## src/rtl/sweep_pkg.sv

```systemverilog
// Shared definitions for the up/down sweep sequencer.
//   ST_*     : 3-bit controller state encoding (visible on dbg_state).
//   MODE_*   : counter direction encoding, identical to up_down_counter
//              (0 = count up, 1 = count down).
//   state_t  : controller FSM state type built on the ST_* codes.
package sweep_pkg;

  localparam logic [2:0] ST_IDLE = 3'd0;
  localparam logic [2:0] ST_LOAD = 3'd1;
  localparam logic [2:0] ST_UP   = 3'd2;
  localparam logic [2:0] ST_DOWN = 3'd3;
  localparam logic [2:0] ST_DONE = 3'd4;

  localparam logic MODE_UP   = 1'b0;
  localparam logic MODE_DOWN = 1'b1;

  typedef enum logic [2:0] {
    S_IDLE = ST_IDLE,
    S_LOAD = ST_LOAD,
    S_UP   = ST_UP,
    S_DOWN = ST_DOWN,
    S_DONE = ST_DONE
  } state_t;

endpackage

```

## src/rtl/updown_cnt_core.sv

```systemverilog
// N-bit up/down counter register driven by the sweep controller.
// Ports:
//   clk, rst  : clock, asynchronous active-high reset (count -> 0)
//   load      : count <= load_val (has priority over en)
//   load_val  : value loaded when load is high
//   en        : step the counter by one in direction mode
//   mode      : MODE_UP (0) increments, MODE_DOWN (1) decrements
//   count     : current counter value
module updown_cnt_core
  import sweep_pkg::*;
#(
  parameter int N = 4
) (
  input  logic         clk,
  input  logic         rst,
  input  logic         load,
  input  logic [N-1:0] load_val,
  input  logic         en,
  input  logic         mode,
  output logic [N-1:0] count
);

  always_ff @(posedge clk or posedge rst) begin
    if (rst) begin
      count <= '0;
    end else if (load) begin
      count <= load_val;
    end else if (en) begin
      count <= (mode == MODE_DOWN) ? count - 1'b1 : count + 1'b1;
    end
  end

  // The controller turns around at the latched bounds, so a step must never
  // carry past either end of the counter range.
  a_no_wrap: assert property (@(posedge clk) disable iff (rst)
    (en && !load) |-> ((mode == MODE_UP) ? (count != {N{1'b1}}) : (count != '0)));

endmodule

```

## src/rtl/updown_sweep_ctrl.sv

```systemverilog
// Sequencer that runs the up/down counter through num_sweeps triangular
// sweeps lo -> hi -> lo after an accepted start pulse.
// Optional feature: define SWEEP_CFG_ERR_EN to add the cfg_err output,
// a one-cycle pulse the cycle after a start is rejected in IDLE.
// Handshake: start is a single-cycle request sampled only in IDLE; it is
// accepted when lo < hi and num_sweeps != 0. abort ends a run from
// LOAD/UP/DOWN without a done pulse. No back-pressure exists.
// Ports:
//   clk, rst    : clock, asynchronous active-high reset
//   start       : run request (IDLE only)
//   abort       : terminate a run (ignored in IDLE/DONE)
//   lo, hi      : sweep bounds, latched on accepted start
//   num_sweeps  : number of lo->hi->lo sweeps, latched on accepted start
//   mode        : direction currently applied, 0 = up, 1 = down
//   count       : counter value
//   sweep_idx   : completed sweeps in the current run
//   busy        : high in LOAD/UP/DOWN
//   done        : one-cycle pulse after the final sweep
//   dbg_state   : controller state (ST_* codes)
//   cfg_err     : (SWEEP_CFG_ERR_EN only) rejected-start pulse
module updown_sweep_ctrl
  import sweep_pkg::*;
#(
  parameter int N  = 4,
  parameter int SW = 4
) (
  input  logic          clk,
  input  logic          rst,
  input  logic          start,
  input  logic          abort,
  input  logic [N-1:0]  lo,
  input  logic [N-1:0]  hi,
  input  logic [SW-1:0] num_sweeps,
  output logic          mode,
  output logic [N-1:0]  count,
  output logic [SW-1:0] sweep_idx,
  output logic          busy,
  output logic          done,
  output logic [2:0]    dbg_state
`ifdef SWEEP_CFG_ERR_EN
  ,
  output logic          cfg_err
`endif
);

  state_t        state;
  logic [N-1:0]  lo_q;
  logic [N-1:0]  hi_q;
  logic [SW-1:0] num_q;

  logic          cnt_load;
  logic          cnt_en;
  logic          cnt_dir;
  logic          start_ok;
  logic          last_sweep;

  assign start_ok   = (lo < hi) && (num_sweeps != '0);
  assign last_sweep = ((sweep_idx + 1'b1) == num_q);
  assign dbg_state  = state;

  // Counter controls for the step taken at the coming edge. The direction
  // here is the step direction, which flips in the same cycle the bound is
  // seen; the registered mode output follows one edge later with the count.
  always_comb begin
    cnt_load = 1'b0;
    cnt_en   = 1'b0;
    cnt_dir  = MODE_UP;
    if (!abort) begin
      case (state)
        S_LOAD: cnt_load = 1'b1;
        S_UP: begin
          cnt_en  = 1'b1;
          cnt_dir = (count == hi_q) ? MODE_DOWN : MODE_UP;
        end
        S_DOWN: begin
          if (count != lo_q) begin
            cnt_en  = 1'b1;
            cnt_dir = MODE_DOWN;
          end else if (!last_sweep) begin
            cnt_en  = 1'b1;
            cnt_dir = MODE_UP;
          end
        end
        default: ;
      endcase
    end
  end

  updown_cnt_core #(.N(N)) u_core (
    .clk      (clk),
    .rst      (rst),
    .load     (cnt_load),
    .load_val (lo_q),
    .en       (cnt_en),
    .mode     (cnt_dir),
    .count    (count)
  );

  always_ff @(posedge clk or posedge rst) begin
    if (rst) begin
      state     <= S_IDLE;
      lo_q      <= '0;
      hi_q      <= '0;
      num_q     <= '0;
      sweep_idx <= '0;
      mode      <= MODE_UP;
      busy      <= 1'b0;
      done      <= 1'b0;
`ifdef SWEEP_CFG_ERR_EN
      cfg_err   <= 1'b0;
`endif
    end else begin
      done <= 1'b0;
`ifdef SWEEP_CFG_ERR_EN
      cfg_err <= 1'b0;
`endif
      case (state)
        S_IDLE: begin
          if (start) begin
            if (start_ok) begin
              lo_q      <= lo;
              hi_q      <= hi;
              num_q     <= num_sweeps;
              sweep_idx <= '0;
              busy      <= 1'b1;
              state     <= S_LOAD;
            end else begin
`ifdef SWEEP_CFG_ERR_EN
              cfg_err <= 1'b1;
`endif
            end
          end
        end
        S_LOAD, S_UP, S_DOWN: begin
          if (abort) begin
            busy  <= 1'b0;
            mode  <= MODE_UP;
            state <= S_IDLE;
          end else if (state == S_LOAD) begin
            mode  <= MODE_UP;
            state <= S_UP;
          end else if (state == S_UP) begin
            if (count == hi_q) begin
              mode  <= MODE_DOWN;
              state <= S_DOWN;
            end
          end else if (count == lo_q) begin
            sweep_idx <= sweep_idx + 1'b1;
            mode      <= MODE_UP;
            if (last_sweep) begin
              busy  <= 1'b0;
              done  <= 1'b1;
              state <= S_DONE;
            end else begin
              state <= S_UP;
            end
          end
        end
        S_DONE: state <= S_IDLE;
        default: state <= S_IDLE;
      endcase
    end
  end

endmodule
```

## config.mk

```make
export PLATFORM = sky130hd
export DESIGN_NAME = updown_sweep_ctrl
export DESIGN_NICKNAME = d
export VERILOG_FILES = /design/src/rtl/sweep_pkg.sv /design/src/rtl/updown_cnt_core.sv /design/src/rtl/updown_sweep_ctrl.sv
export SDC_FILE = /design/constraint.sdc
export NUM_CORES = 1
export LEC_CHECK = 0
export BUFFER_PORTS_ARGS = -buffer_cell sky130_fd_sc_hd__buf_2
export CAP_MARGIN = 20
export CORE_MARGIN = 5
export CORE_UTILIZATION = 50
export CTS_CLUSTER_DIAMETER = 50
export CTS_CLUSTER_SIZE = 8
export DETAILED_ROUTE_END_ITERATION = 8
export GPL_ROUTABILITY_DRIVEN = 0
export PLACE_DENSITY = 0.73
export SETUP_SLACK_MARGIN = 0.1
export SLEW_MARGIN = 20
export SYNTH_ARGS = -nofsm -noshare
export SYNTH_HDL_FRONTEND = slang
export SYNTH_SLANG_ARGS = --single-unit
```

## constraint.sdc

```tcl
create_clock -name clk -period 3.2 [get_ports clk]
set_clock_uncertainty 0.15 [all_clocks]
set_input_delay 0.64 -clock clk [delete_from_list [all_inputs] [get_ports clk]]
set_output_delay 0.64 -clock clk [all_outputs]
set_load 0.01 [all_outputs]
```

==> key figures, run 1 <==
STA
  • Fmax: 373.8 MHz
  • Final WS setup: 0.5245 ns
  • Tcrit/Tclk final: a little over four fifths
  • Slew @ Worst Pin: 0.5560 ns
  • Max transition margin: 62.88%
  • Setup TNS: 0 ns
  • Final Critical Period: approximately 2.7 ns
  • Final Slew Violations: 0
  • Unrepaired setup endpoints after global routing: no
  • Endpoints failing setup: 0
  • Hold Violations, Final: 0

CTS
  • Root buf cell: clkbuf_4
  • Postcts setup bufs: 0
  • H-tree levels: 1
  • Clk Latency, worst-skew pair: 0.32 ns
  • Post_cts resized: 0
  • Hold-fix buffers, CTS: 0
  • CTS Buf Count: 3
  • CTS sink cnt: 26
  • CTS clk-pin slew, worst paths: roughly 0.15 ns
  • CTS tree: yes
  • Maximum buffer depth of the clock tree: 2

Floorplanning
  • Die area: around 4200 um^2
  • Die H: approximately 65 um
  • Die W: around 65 um
  • Core footprint: just under 3000 um^2
  • Io pins: 30
  • Rows: 20
  • Initial core utilization: roughly half

Yosys
  • Post-Syn Area: 1523 um^2
  • Register area share after synthesis: between 40% and 50%
  • Yosys cell types: 37
  • Post-Syn Instances: 144
  • Yosys top cell area share: 42.73%
  • Post-synth EDFFs: 0
  • Syn nets: approximately 170
  • Avg Inst Size Synth: 10.57 um^2
  • Cell taking the most area after synthesis: dfrtp_1
  • Top-count cell post-synth: dfrtp_1
  • Top post-synthesis cells by count: dfrtp_1 (26), nor2_1 (15), inv_1 (13)
  • Ranking of synthesized cells by area: dfrtp_1 (43%), mux2_2 (8.9%), ha_1 (4.9%)
  • Synth async-reset ratio: 100.0%
  • #FFs+latches synth: 26
  • Yosys warns: 0
  • Ys flop type: dfrtp_1

Critical path
  • Critical Path RT: ~3.3 ns
  • Worst R2R Path Depth: 9
  • Critical path class: flip-flop to flip-flop
  • CP Capture Type: flip-flop
  • Critical Path Fanout Max: 5
  • WP data arrival: around 2.8 ns
  • Startpoint Class: flip-flop

Global routing
  • First-pass GRT wire length: roughly 5500 um
  • Gr ovfl total: 0
  • Vias in the first global route: around 1200
  • Largest net degree at the start of global routing: 27
  • GRT Util Overall: around 17%
  • Antenna violations before repair: 0

Pwr
  • Sequential power share: ~44%
  • Switching Power: 491.2 uW
  • Int Pwr: 768.1 uW
  • Power density over cell area: approximately 720 nW/um^2
  • Sw frac: 39.00%
  • Leakage power: 0.0008259 uW
  • Clk pwr share: 13.4%
  • Worst vdd ir: between 0.0003 and 0.0004 V
  • Logic pwr share: 42.4%

Placed design
  • Port bufs: 29
  • Hpwl dp: between 2000 and 2500 um
  • Place WS: ~0.37 ns

Detailed routing
  • Initial DRC count: 54
  • Post-Route WL: 3146 um
  • First-pass DRT Iterations: 4
  • Drt via density: 5.625
  • Routed via count: 1170
  • Routed len/inst: between 15 and 20 um
  • DRC viols: 0
  • Antenna-violating nets left: 0

Flow run
  • Max cap viols: 0

Finish
  • Layout cells sized above 1: between 20% and 30%
  • Final nets: roughly 200
  • Fill cells: about 260
  • Synth-to-Final Area Change: 14.30%
  • N_diodes: 0

Hold path
  • Hold Crit Class: input port to async pin

Run status
  • Outcome: completed
==> flip-flops by register name (all words and copies together), names as in the netlist <==
| register | count |
|---|---|
| hi_q | 4 |
| lo_q | 4 |
| num_q | 4 |
| sweep_idx | 4 |
| u_core.count | 4 |
| dbg_state | 3 |
| busy | 1 |
| done | 1 |
| mode | 1 |
==> power groups by stage <==
stage / Combinational, uW / Clock, uW / Sequential (uW)
3_5_place_dp: 538 / 0 / 563
4_1_cts: 540 / 174 / 555
3_3_place_gp: 517 / 0 / 557
5_1_grt: 592 / 189 / 575
2_1_floorplan: 412 / 0 / 544
6_report: 534 / 169 / 556
==> cells in the final DEF (no fill, tap or decap), types with 3 or more instances in the layout <==
cell type | netlist | routed
xnor2_1 | 7 | 7
ha_1 | 6 | 6
clkbuf_4 | 0 | 3
mux2_2 | 12 | 12
o21ai_0 | 3 | 3
a21oi_1 | 8 | 8
nor2_1 | 15 | 15
nand2_1 | 7 | 7
xor2_1 | 7 | 7
a2bb2oi_1 | 3 | 3
inv_1 | 13 | 12
buf_2 | 1 | 29
dfrtp_1 | 26 | 26
==> worst paths after layout <==
path / start / end / slack (ns)
max: u_core.count[2] / u_core.count[3] / 0.52
min: rst / num_q[0] / 0.19
max reg2reg: u_core.count[2] / u_core.count[3] / 0.52
min reg2reg: mode / mode / 0.38
max in group asynchronous: rst / u_core.count[2] / 2.34
min in group clk: mode / mode / 0.38
==> metal layers <==
metal / track usage [%] / part of all wire [%]
met1: 22.53 / 46
met2: 26.55 / 49
met3: 2.393 / 3.9
met4: 6.995 / 1.1
met5: 0 / 0
==> logic make-up (layout without fill, tap and decap cells) <==
logic type	after synthesis	in the layout	synth area share, %
AO/OA/AOI/OAI	29	29	13.89
XOR/XNOR	15	15	9.614
adder cells (fa/ha/maj)	7	7	6.245
buffers and inverters	16	47	4.026
flip-flops	26	26	42.73
multiplexers	12	12	8.874
AND/OR/NAND/NOR	39	39	14.63
==> stage by stage <==
| step | total power, uW | utilization (%) | cell area (um^2) | std cells | hold slack [ns] |
|---|---|---|---|---|---|
| floorplan | 956.6 | - | 1523 | 144 | 0.3326 |
| global placement | 1075 | 57.23 | 1704 | 204 | 0.3454 |
| detailed placement | 1101 | 57.23 | 1704 | 204 | 0.3504 |
| CTS | 1268 | 58.45 | 1740 | 208 | 0.3820 |
| global route | 1357 | 58.45 | 1740 | 208 | 0.2252 |
| finish | 1259 | 58.45 | 1740 | 208 | 0.1869 |
==> final cells by class <==
cell class	instances	area (um^2)	area share (%)
multi-input cells	102	810.8	46.59
flip-flops and latches	26	650.6	37.38
repair buffers	30	152.6	8.771
inverters	13	48.80	2.804
well taps	33	41.29	2.372
clock buffers	4	36.28	2.085
==> critical path, stage by stage, from the launching register on <==
cell and delay, ns:
dfrtp_1 0.48, xor2_1 0.20, nor4_4 0.48, a211oi_2 0.19, ha_1 0.30, a21o_1 0.18, a21oi_1 0.17, xor2_1 0.19
o22ai_1 0.11, a2bb2oi_1 0.16
(Power assumes the default switching activity.)
==> run 2, diff against run 1 <==
ABC_AREA = 1   (was unset)
PLACE_DENSITY = 0.75   (was 0.73)
clock period = 2.4 ns   (was 3.2 ns; I/O delays follow)
==> key figures, run 2 <==
CTS
  • CTS clk-pin slew, worst paths: 0.14 ns (was 0.15 ns)
  • H-tree levels: 1 (unchanged)
  • Hold-fix buffers, CTS: 0 (unchanged)
  • Clk Latency, worst-skew pair: 0.31 ns (was 0.32 ns)
  • Maximum buffer depth of the clock tree: 2 (unchanged)
  • CTS Buf Count: 3 (unchanged)
  • CTS sink cnt: 26 (unchanged)
  • CTS tree: yes (unchanged)
  • Root buf cell: clkbuf_4 (unchanged)

Critical path
  • Crit-path max cell delay: 0.45 ns (was 0.48 ns)
  • FF-to-FF Start: lo_q[1] (was u_core.count[2])
  • Top cell by count, worst path: nand2_1 (was xor2_1)
  • Startpoint Class: flip-flop (unchanged)
  • Critical Path RT: 2.48 ns (was 3.30 ns)
  • CP cell instances: inv_1 > nand2_1 > nand2_1 > nor2_2 > nand2_2 > nand2_2 > nand2_2 > nand2_4 > inv_4 > ha_4 > a21oi_2 > nand2_1 > nand2_1 > nand2_1 > nand3_1 > nand3_1 > nand3_1 > nand2_1 (was xor2_1 > nor4_4 > a211oi_2 > ha_1 > a21o_1 > a21oi_1 > xor2_1 > o22ai_1 > a2bb2oi_1)
  • CP max-delay cell: dfrtp_1 (unchanged)
  • R2r endpoint: u_core.count[3] (unchanged)
  • CP Capture Type: flip-flop (unchanged)
  • Worst R2R Path Depth: 18 (was 9)
  • R2R setup slack: 0.11 ns (was 0.52 ns)
  • WP data arrival: 2.36 ns (was 2.78 ns)
  • Critical Path Fanout Max: 5 (unchanged)
  • Critical path class: flip-flop to flip-flop (unchanged)

Finish
  • N_diodes: 0 (unchanged)
  • Layout cells sized above 1: 36.56% (was 29.71%)
  • Fill cells: 321 (was 257)
  • Synth-to-Final Area Change: 16.32% (was 14.30%)
  • Post-layout instance count excluding filler cells: 325 (was 208)
  • Final nets: 304 (was 199)
  • Most frequent cells in the layout: nand2_1 (70), inv_1 (30), buf_2 (29), dfrtp_1 (25) (was buf_2 (29), dfrtp_1 (26), nor2_1 (15), inv_1 (12), mux2_2 (12))
  • Most common cell after layout, fill and taps aside: nand2_1 (was buf_2)
  • Finished Cell Area: 2096 um^2 (was 1740 um^2)

STA
  • Slew @ Worst Pin: 0.3665 ns (was 0.5560 ns)
  • Tcrit/Tclk final: 95.25% (was 83.61%)
  • Fmax: 437.4 MHz (was 373.8 MHz)
  • Setup TNS: 0 ns (unchanged)
  • Endpoints failing setup: 0 (unchanged)
  • Hold Violations, Final: 0 (unchanged)
  • Max transition margin: 75.54% (was 62.88%)
  • Final Critical Period: 2.286 ns (was 2.676 ns)
  • Unrepaired setup endpoints after global routing: yes (was no)
  • Final Slew Violations: 0 (unchanged)

Yosys
  • Top post-synthesis cells by count: nand2_1 (74), inv_1 (32), dfrtp_1 (26) (was dfrtp_1 (26), nor2_1 (15), inv_1 (13))
  • Post-Syn Area: 1802 um^2 (was 1523 um^2)
  • Syn nets: 265 (was 167)
  • Post-synth EDFFs: 0 (unchanged)
  • Yosys top cell area share: 36.11% (was 42.73%)
  • Register area share after synthesis: 36.11% (was 42.73%)
  • Top-count cell post-synth: nand2_1 (was dfrtp_1)
  • Synth async-reset ratio: 100.0% (unchanged)
  • Yosys warns: 0 (unchanged)
  • Avg Inst Size Synth: 7.445 um^2 (was 10.57 um^2)
  • Yosys cell types: 31 (was 37)
  • Ys flop type: dfrtp_1 (unchanged)
  • Post-Syn Instances: 242 (was 144)
  • #FFs+latches synth: 26 (unchanged)
  • Ranking of synthesized cells by area: dfrtp_1 (36%), nand2_1 (15%), inv_1 (6.7%) (was dfrtp_1 (43%), mux2_2 (8.9%), ha_1 (4.9%))
  • Cell taking the most area after synthesis: dfrtp_1 (unchanged)

Global routing
  • Largest net degree at the start of global routing: 27 (unchanged)
  • GRT Util Overall: 14.11% (was 16.62%)
  • Routing usage on met2: 22.35% (was 26.55%)
  • First-pass GRT wire length: 5775 um (was 5485 um)
  • GR Layer Usage met3: 2.582% (was 2.393%)
  • Busiest layer in global routing: met2 (unchanged)
  • Antenna violations before repair: 0 (unchanged)
  • Gr ovfl total: 0 (unchanged)
  • Met1 GRT Util: 19.68% (was 22.53%)
  • Vias in the first global route: 1347 (was 1187)

Placed design
  • Placed instance count: 318 (was 204)
  • Hpwl dp: 2672 um (was 2473 um)
  • Port bufs: 29 (unchanged)
  • Cell Area, Placed: 1983 um^2 (was 1704 um^2)

Detailed routing
  • Routed len/inst: 10.98 um (was 15.13 um)
  • DRC viols: 0 (unchanged)
  • Post-Route WL: 3568 um (was 3146 um)
  • Initial DRC count: 106 (was 54)
  • Routed via count: 1620 (was 1170)
  • Antenna-violating nets left: 0 (unchanged)
  • Drt via density: 4.985 (was 5.625)
  • First-pass DRT Iterations: 4 (unchanged)

Floorplanning
  • Rows: 21 (was 20)
  • Io pins: 30 (unchanged)
  • Die area: 4904 um^2 (was 4249 um^2)
  • Initial core utilization: 52.75% (was 51.13%)
  • Die W: 70.03 um (was 65.19 um)
  • Die H: 70.03 um (was 65.19 um)
  • Core footprint: 3416 um^2 (was 2978 um^2)

Pwr
  • Power density over cell area: 1278 nW/um^2 (was 723.5 nW/um^2)
  • Worst vdd ir: 0.0004283 V (was 0.0003375 V)
  • Leakage power: 0.001129 uW (was 0.0008259 uW)
  • PnR Total Power: 2678 uW (was 1259 uW)

Flow run
  • Max cap viols: 0 (unchanged)

Hold path
  • Hold Crit Class: input port to async pin (unchanged)

Run status
  • Outcome: completed (unchanged)
[run 2: layer usage]
metal  vias to the layer above  share of wire (%)
met5                         -                  0
met4                         0                1.6
met3                         8                5.3
met2                        48                 46
met1                       724                 47
li1                        840                  -
[run 2: worst max path at each step]
stage                    startpoint              end  cells past startpoint
floorplan           u_core.count[0]  u_core.count[3]                     18
global placement    u_core.count[2]  u_core.count[3]                     18
detailed placement  u_core.count[2]  u_core.count[3]                     18
CTS                 u_core.count[1]  u_core.count[3]                     19
global route                lo_q[1]  u_core.count[3]                     18
finish                      lo_q[1]  u_core.count[3]                     18
[run 2: through the flow]
step                      hold slack (ns)  util [%]  setup WS, ns
after CTS                         0.05410     59.49        0.1393
after floorplan                    0.3197         -        0.1500
after global routing              0.09046     61.36      -0.03247
after detailed placement           0.3047     58.06       0.01338
after global placement             0.2983     58.06       0.05619
final                             0.03824     61.36        0.1139
[run 2: layout make-up]
cell class	count	area, um^2	share of cell area, %
Clock buffer	3	22.52	1.075
Sequential cell	26	651.9	31.10
Tap cell	46	57.56	2.746
Inverter	44	167.7	8.000
Timing Repair Buffer	37	205.2	9.791
Multi-Input combinational cell	169	991.0	47.28
[run 2: timing repair]
item | in CTS | in global routing
pin swaps | 0 | 13
buffers inserted | 1 | 3
endpoints found under the setup margin | 1 | 2
gates resized for setup | 3 | 13
[run 2: kinds of logic after synthesis]
group           after synthesis  synth area share (%)
simple gates                130                 34.65
buf+inv                      47                 12.01
compound gates               31                 11.46
flops                        26                 36.11
fa+ha+maj                     7                 5.278
xor+xnor                      1                0.4862
[run 2: critical path: cells and delay by family (launching register included)]
kind	cells	cell delay, ns
compound gates	1	0.14
simple gates	14	1.08
flops	1	0.45
fa+ha+maj	1	0.25
buf+inv	2	0.12
[run 2: power breakdown]
| group | switching [uW] | internal [uW] | leakage, uW |
|---|---|---|---|
| clock network | 125 | 58.6 | 0.0000138 |
| logic | 997 | 680 | 0.000786 |
| registers | 194 | 624 | 0.000329 |
